File: src/rtl/control_sequencer_if.sv
// Signal bundle between the control sequencer and the single-bus datapath.
// master = sequencer (drives strobes), slave = datapath / bench side.
interface control_sequencer_if;
  // start is a level request: it is sampled only while the sequencer is in
  // IDLE and is ignored in every other state; there is no ready/ack path.
  logic [31:0] IR;
  logic        start;
  logic        MemRdy;

  logic        PCout, Zlowout, Zhighout, MDRout;
  logic        MARin, PCin, MDRin, IRin, Yin, Zlowin, Zhighin, LOin, HIin;
  logic        IncPC, read;
  logic        Gra, Grb, Grc, Rin, Rout;
  logic [4:0]  ALU;
  logic        run;
  logic        illegal;
  logic [15:0] inst_count;
  logic [2:0]  state;

  modport master (
    input  IR, start, MemRdy,
    output PCout, Zlowout, Zhighout, MDRout,
    output MARin, PCin, MDRin, IRin, Yin, Zlowin, Zhighin, LOin, HIin,
    output IncPC, read, Gra, Grb, Grc, Rin, Rout,
    output ALU, run, illegal, inst_count, state
  );

  modport slave (
    output IR, start, MemRdy,
    input  PCout, Zlowout, Zhighout, MDRout,
    input  MARin, PCin, MDRin, IRin, Yin, Zlowin, Zhighin, LOin, HIin,
    input  IncPC, read, Gra, Grb, Grc, Rin, Rout,
    input  ALU, run, illegal, inst_count, state
  );
endinterface

File: src/rtl/control_sequencer.sv
// Hardwired Moore control unit: fetch T0-T2, execute T3-T6, instruction count.
// Optional MEM_WAIT_EN: T1 holds until MemRdy=1 at a rising edge.
module control_sequencer (
  input  logic               clock,
  input  logic               clear,
  control_sequencer_if.master bus
);

  typedef enum logic [2:0] {
    S_IDLE = 3'd0, S_T0 = 3'd1, S_T1 = 3'd2, S_T2 = 3'd3,
    S_T3   = 3'd4, S_T4 = 3'd5, S_T5 = 3'd6, S_T6 = 3'd7
  } state_t;

  state_t     state, next_state;
  logic [4:0] op;
  logic       is_3r, is_un, is_md, is_nop, is_halt, is_ill;
  logic       count_inc;
  logic       illegal_q;
  logic [15:0] count_q;
  logic       unused_fields;

  assign op = bus.IR[31:27];
  // Register fields are routed by the datapath via Gra/Grb/Grc, not here.
  assign unused_fields = ^{bus.IR[26:0], bus.MemRdy};

  always_comb begin
    is_3r   = 1'b0;
    is_un   = 1'b0;
    is_md   = 1'b0;
    is_nop  = 1'b0;
    is_halt = 1'b0;
    is_ill  = 1'b0;
    case (op)
      5'b00011, 5'b00100, 5'b00101,
      5'b00110, 5'b00111, 5'b01000: is_3r   = 1'b1;
      5'b10001, 5'b10010:           is_un   = 1'b1;
      5'b01111, 5'b10000:           is_md   = 1'b1;
      5'b11011:                     is_nop  = 1'b1;
      5'b11100:                     is_halt = 1'b1;
      default:                      is_ill  = 1'b1;
    endcase
  end

  always_ff @(posedge clock or posedge clear) begin
    if (clear) state <= S_IDLE;
    else       state <= next_state;
  end

  always_comb begin
    next_state = state;
    case (state)
      S_IDLE: if (bus.start) next_state = S_T0;
      S_T0:   next_state = S_T1;
`ifdef MEM_WAIT_EN
      S_T1:   next_state = bus.MemRdy ? S_T2 : S_T1;
`else
      S_T1:   next_state = S_T2;
`endif
      S_T2:   next_state = S_T3;
      S_T3: begin
        if (is_nop)                next_state = S_T0;
        else if (is_halt || is_ill) next_state = S_IDLE;
        else                       next_state = S_T4;
      end
      S_T4:   next_state = S_T5;
      S_T5:   next_state = is_md ? S_T6 : S_T0;
      S_T6:   next_state = S_T0;
      default: next_state = S_IDLE;
    endcase
  end

  always_comb begin
    bus.PCout = 1'b0; bus.Zlowout = 1'b0; bus.Zhighout = 1'b0; bus.MDRout = 1'b0;
    bus.MARin = 1'b0; bus.PCin = 1'b0; bus.MDRin = 1'b0; bus.IRin = 1'b0;
    bus.Yin = 1'b0; bus.Zlowin = 1'b0; bus.Zhighin = 1'b0;
    bus.LOin = 1'b0; bus.HIin = 1'b0;
    bus.IncPC = 1'b0; bus.read = 1'b0;
    bus.Gra = 1'b0; bus.Grb = 1'b0; bus.Grc = 1'b0; bus.Rin = 1'b0; bus.Rout = 1'b0;
    bus.ALU = 5'b00000;
    case (state)
      S_T0: begin
        bus.PCout = 1'b1; bus.MARin = 1'b1; bus.IncPC = 1'b1; bus.Zlowin = 1'b1;
      end
      S_T1: begin
        bus.Zlowout = 1'b1; bus.PCin = 1'b1; bus.read = 1'b1; bus.MDRin = 1'b1;
      end
      S_T2: begin
        bus.MDRout = 1'b1; bus.IRin = 1'b1;
      end
      S_T3: begin
        if (is_3r || is_un) begin
          bus.Grb = 1'b1; bus.Rout = 1'b1; bus.Yin = 1'b1;
        end else if (is_md) begin
          bus.Gra = 1'b1; bus.Rout = 1'b1; bus.Yin = 1'b1;
        end
      end
      S_T4: begin
        bus.Rout   = 1'b1;
        bus.Zlowin = 1'b1;
        bus.ALU    = op;
        bus.Grc    = is_3r;
        bus.Grb    = is_un || is_md;
        bus.Zhighin = is_md;
      end
      S_T5: begin
        bus.Zlowout = 1'b1;
        bus.LOin    = is_md;
        bus.Gra     = !is_md;
        bus.Rin     = !is_md;
      end
      S_T6: begin
        bus.Zhighout = 1'b1; bus.HIin = 1'b1;
      end
      default: ;
    endcase
  end

  // Completed instructions: NOP/HALT retire in T3, ALU/unary in T5, MUL/DIV in T6.
  assign count_inc = ((state == S_T3) && (is_nop || is_halt)) ||
                     ((state == S_T5) && !is_md) ||
                     (state == S_T6);

  always_ff @(posedge clock or posedge clear) begin
    if (clear) begin
      illegal_q <= 1'b0;
      count_q   <= 16'd0;
    end else begin
      if ((state == S_IDLE) && bus.start)
        illegal_q <= 1'b0;
      else if ((state == S_T3) && is_ill)
        illegal_q <= 1'b1;
      if (count_inc)
        count_q <= count_q + 16'd1;
    end
  end

  assign bus.run        = (state != S_IDLE);
  assign bus.illegal    = illegal_q;
  assign bus.inst_count = count_q;
  assign bus.state      = state;

endmodule

File: src/flat_wrapper.sv
// flat-port wrapper written by rule: the top's interface ports become plain ports
module control_sequencer_flat 
  (clock, clear, bus_IR, bus_start, bus_MemRdy, bus_PCout, bus_Zlowout, bus_Zhighout, bus_MDRout, bus_MARin, bus_PCin, bus_MDRin, bus_IRin, bus_Yin, bus_Zlowin, bus_Zhighin, bus_LOin, bus_HIin, bus_IncPC, bus_read, bus_Gra, bus_Grb, bus_Grc, bus_Rin, bus_Rout, bus_ALU, bus_run, bus_illegal, bus_inst_count, bus_state);
  control_sequencer_if bus_i ();
  input  logic clock;
  input  logic clear;
  input wire logic [$bits(bus_i.IR)-1:0] bus_IR;
  input wire logic [$bits(bus_i.start)-1:0] bus_start;
  input wire logic [$bits(bus_i.MemRdy)-1:0] bus_MemRdy;
  output wire logic [$bits(bus_i.PCout)-1:0] bus_PCout;
  output wire logic [$bits(bus_i.Zlowout)-1:0] bus_Zlowout;
  output wire logic [$bits(bus_i.Zhighout)-1:0] bus_Zhighout;
  output wire logic [$bits(bus_i.MDRout)-1:0] bus_MDRout;
  output wire logic [$bits(bus_i.MARin)-1:0] bus_MARin;
  output wire logic [$bits(bus_i.PCin)-1:0] bus_PCin;
  output wire logic [$bits(bus_i.MDRin)-1:0] bus_MDRin;
  output wire logic [$bits(bus_i.IRin)-1:0] bus_IRin;
  output wire logic [$bits(bus_i.Yin)-1:0] bus_Yin;
  output wire logic [$bits(bus_i.Zlowin)-1:0] bus_Zlowin;
  output wire logic [$bits(bus_i.Zhighin)-1:0] bus_Zhighin;
  output wire logic [$bits(bus_i.LOin)-1:0] bus_LOin;
  output wire logic [$bits(bus_i.HIin)-1:0] bus_HIin;
  output wire logic [$bits(bus_i.IncPC)-1:0] bus_IncPC;
  output wire logic [$bits(bus_i.read)-1:0] bus_read;
  output wire logic [$bits(bus_i.Gra)-1:0] bus_Gra;
  output wire logic [$bits(bus_i.Grb)-1:0] bus_Grb;
  output wire logic [$bits(bus_i.Grc)-1:0] bus_Grc;
  output wire logic [$bits(bus_i.Rin)-1:0] bus_Rin;
  output wire logic [$bits(bus_i.Rout)-1:0] bus_Rout;
  output wire logic [$bits(bus_i.ALU)-1:0] bus_ALU;
  output wire logic [$bits(bus_i.run)-1:0] bus_run;
  output wire logic [$bits(bus_i.illegal)-1:0] bus_illegal;
  output wire logic [$bits(bus_i.inst_count)-1:0] bus_inst_count;
  output wire logic [$bits(bus_i.state)-1:0] bus_state;
  assign bus_i.IR = bus_IR;
  assign bus_i.start = bus_start;
  assign bus_i.MemRdy = bus_MemRdy;
  assign bus_PCout = bus_i.PCout;
  assign bus_Zlowout = bus_i.Zlowout;
  assign bus_Zhighout = bus_i.Zhighout;
  assign bus_MDRout = bus_i.MDRout;
  assign bus_MARin = bus_i.MARin;
  assign bus_PCin = bus_i.PCin;
  assign bus_MDRin = bus_i.MDRin;
  assign bus_IRin = bus_i.IRin;
  assign bus_Yin = bus_i.Yin;
  assign bus_Zlowin = bus_i.Zlowin;
  assign bus_Zhighin = bus_i.Zhighin;
  assign bus_LOin = bus_i.LOin;
  assign bus_HIin = bus_i.HIin;
  assign bus_IncPC = bus_i.IncPC;
  assign bus_read = bus_i.read;
  assign bus_Gra = bus_i.Gra;
  assign bus_Grb = bus_i.Grb;
  assign bus_Grc = bus_i.Grc;
  assign bus_Rin = bus_i.Rin;
  assign bus_Rout = bus_i.Rout;
  assign bus_ALU = bus_i.ALU;
  assign bus_run = bus_i.run;
  assign bus_illegal = bus_i.illegal;
  assign bus_inst_count = bus_i.inst_count;
  assign bus_state = bus_i.state;
  control_sequencer u_core (.clock(clock), .clear(clear), .bus(bus_i));
endmodule
File: config.mk
export PLATFORM = sky130hd
export DESIGN_NAME = control_sequencer_flat
export DESIGN_NICKNAME = d
export VERILOG_FILES = /design/src/rtl/control_sequencer_if.sv /design/src/rtl/control_sequencer.sv /design/src/flat_wrapper.sv
export SDC_FILE = /design/constraint.sdc
export NUM_CORES = 1
export LEC_CHECK = 0
export BUFFER_PORTS_ARGS = -buffer_cell sky130_fd_sc_hd__buf_4
export CAP_MARGIN = 20
export CORE_ASPECT_RATIO = 1.75
export CORE_MARGIN = 2
export CORE_UTILIZATION = 28
export DETAILED_ROUTE_END_ITERATION = 6
export PLACE_DENSITY = 0.56
export SETUP_SLACK_MARGIN = 0.3
export SLEW_MARGIN = 0
export SYNTH_ARGS = -nofsm -noshare
export SYNTH_HDL_FRONTEND = slang
export SYNTH_SLANG_ARGS = --single-unit
File: constraint.sdc
create_clock -name clock -period 2.72 [get_ports clock]
set_clock_uncertainty 0.15 [all_clocks]
set_input_delay 0.136 -clock clock [delete_from_list [all_inputs] [get_ports clock]]
set_output_delay 0.136 -clock clock [all_outputs]
set_load 0.1 [all_outputs]
==> metrics.cfg <==
[outcome]
status=completed

[synthesis]
yosysUniqueCellTypes=43
ys.flop_type=dfrtp_1
ys_warn_count=0
synthCells=164
syn_area_mm2=0.001426
synthTopCellsByArea=dfrtp_1 35%, xor2_1 8.0%, nor2_1 4.5%
synth_area_per_cell_um2=8.697
synth-edff-count=0
synthArstFlopShare_pct=100.0
ys_ff_latch=20
synthDominantCellAreaShare_pct=35.09
synth-seq-area-share_pct=35.09
synth_nets=201
synth_top_cell_by_area=dfrtp_1

[layout]
n_fill_cell=510
syn_to_final_growth_pct=37.46
multi_input_area_um2=868.3
final_common_cell=buf_4
nets=246
fin_area_mm2=0.001961
drive_above_1_share_pct=43.75
final_cell_mix=54 x buf_4, 17 x dfrtp_1, 13 x xor2_1, 12 x nor2_1, 12 x nand2_1
seq_area_um2=509.2
antenna-diode-count=0

[sta]
fin_crit_sh_pct=82.91
finalHoldViolCount=0
period_needed_ns=2.255
maxSlewViolCount=0
hold_slack_ns=0.1690
worst_pin_slew_ns=0.7715
max_freq_mhz=443.4
slew_headroom_pct=48.51
setup_violations=0
rsz0062_at_grt=false
timing.setup.tns_ns=0

[floorplan]
core_area_mm2=0.004935
start_util_pct=28.90
ios=82
dieArea_mm2=0.005704
die_x_um=57.96
row_count=34
die_h_um=98.42

[critical_path]
critPathKind=flop to output pin
cp_max_fo=13
cp-start-kind=flop
critPathRequiredTime_ns=2.43
cp_cell_sequence=or3_1, a21oi_1, a31oi_1, a21boi_4, buf_4
slowest_stage=dfrtp_4
critPathTopFamily=flip-flops
worstPathArrival_ns=1.97
cp-end-kind=output pin
max_stage_delay_ns=0.56
path_buf_inv=1

[place]
globalplace.congestion=0.8497
port_buffers=53
placed_cell_area_mm2=0.001893
dp_hpwl_mm=2.880

[drt]
wl_per_cell_um=14.02
wl_mm=3.673
via_per_inst=4.905
drc=0
ant_nets=0
drt_iter0_markers=29
vias=1285
drtPass1Iterations=4

[global_route]
grt_max_degree=21
grt_overflow=0
first_global_vias=1269
antenna_found_initial=0
grt_pass1_wl_mm=6.161
grt_use_total_pct=13.52

[cts]
cts_tree=built
cts_max_level=1
root_buffer=clkbuf_8
clock_latency_ns=0.25
clkTransAtPathRegs_ns=0.07
clock_sinks=20
cts_buffers=3
clockBufferDepth=2

[job]
maxCapViolations=0

[worst_hold_path]
hp-class=input pin to flop

-- cell usage after synthesis (all sizes together), types with 2 or more instances --
| cell | n |
|---|---|
| dfrtp | 20 |
| nor2 | 18 |
| buf | 13 |
| nand2 | 13 |
| xor2 | 13 |
| nor3 | 12 |
| inv | 11 |
| and3 | 7 |
| a21oi | 6 |
| nand3 | 6 |
| nor2b | 4 |
| xnor2 | 4 |
| and2 | 3 |
| clkbuf | 3 |
| nor4 | 3 |
| or3 | 3 |
| nand2b | 2 |
| nand4 | 2 |
| o21ai | 2 |
-- logic make-up (layout without fill, tap and decap cells) --
logic type / count (synthesis) / count (layout) / synth area share (%)
xor+xnor: 17 / 17 / 10.44
buf+inv: 27 / 71 / 11.49
fa+ha+maj: 1 / 1 / 0.8771
compound gates: 20 / 20 / 11.58
simple gates: 77 / 77 / 29.04
flops: 20 / 20 / 35.09
mux: 2 / 2 / 1.491
-- final timing paths --
check	from	to	slack, ns	cells after the start
max	u_core.bus.state[0]	bus_Grb	0.46	5
min	bus_IR[31]	u_core.bus.state[0]	0.17	3
max reg2reg	u_core.bus.state[0]	u_core.bus.inst_count[10]	0.58	5
min reg2reg	u_core.bus.inst_count[15]	u_core.bus.inst_count[15]	0.32	1
max in group asynchronous	clear	u_core.bus.state[0]	1.43	3
min in group asynchronous	clear	u_core.bus.inst_count[10]	0.43	3
-- worst reg2reg max path, cell delays in order, from the launching register on --
cell     delay, ns
dfrtp_4       0.56
nor2_2        0.28
nand3_1       0.13
o32a_4        0.42
nor4_1        0.36
xor2_1        0.18
-- routing by layer --
metal  routed length (um)  GRT usage [%]
met1                 1336          14.56
met2                 2123          26.40
met3                  194          1.969
met4                   19          3.220
met5                    0              0
-- repair_timing --
action,4_1_cts,5_1_grt
endpoints found under the setup margin,0,3
hold buffers,2,0
gates resized for setup,0,1
endpoints found under the hold margin,21,0
buffers inserted,0,0
-- flip-flops by register name, indices dropped and copies added (netlist names) --
register               cells
u_core.bus.illegal         1
u_core.bus.state           3
u_core.bus.inst_count     16
-- stage by stage --
step                      util (%)  worst slack, ns  cells
after floorplan                  -           0.1847    164
after global placement       38.36           0.4774    256
after detailed placement     38.36           0.4698    256
after CTS                    39.68           0.4344    262
after global routing         39.73           0.3335    262
final                        39.73           0.4648    262
-- final cells by class --
| cell class | count | share of cell area [%] |
|---|---|---|
| Clock buffer | 4 | 2.297 |
| Multi-Input combinational cell | 117 | 44.29 |
| Timing Repair Buffer | 56 | 21.70 |
| Tap cell | 54 | 3.446 |
| Inverter | 11 | 2.297 |
| Sequential cell | 20 | 25.97 |
Power is left out: the tool's default activity adds up to more than one toggle a clock period on the data nets, which glitch-free logic cannot reach.
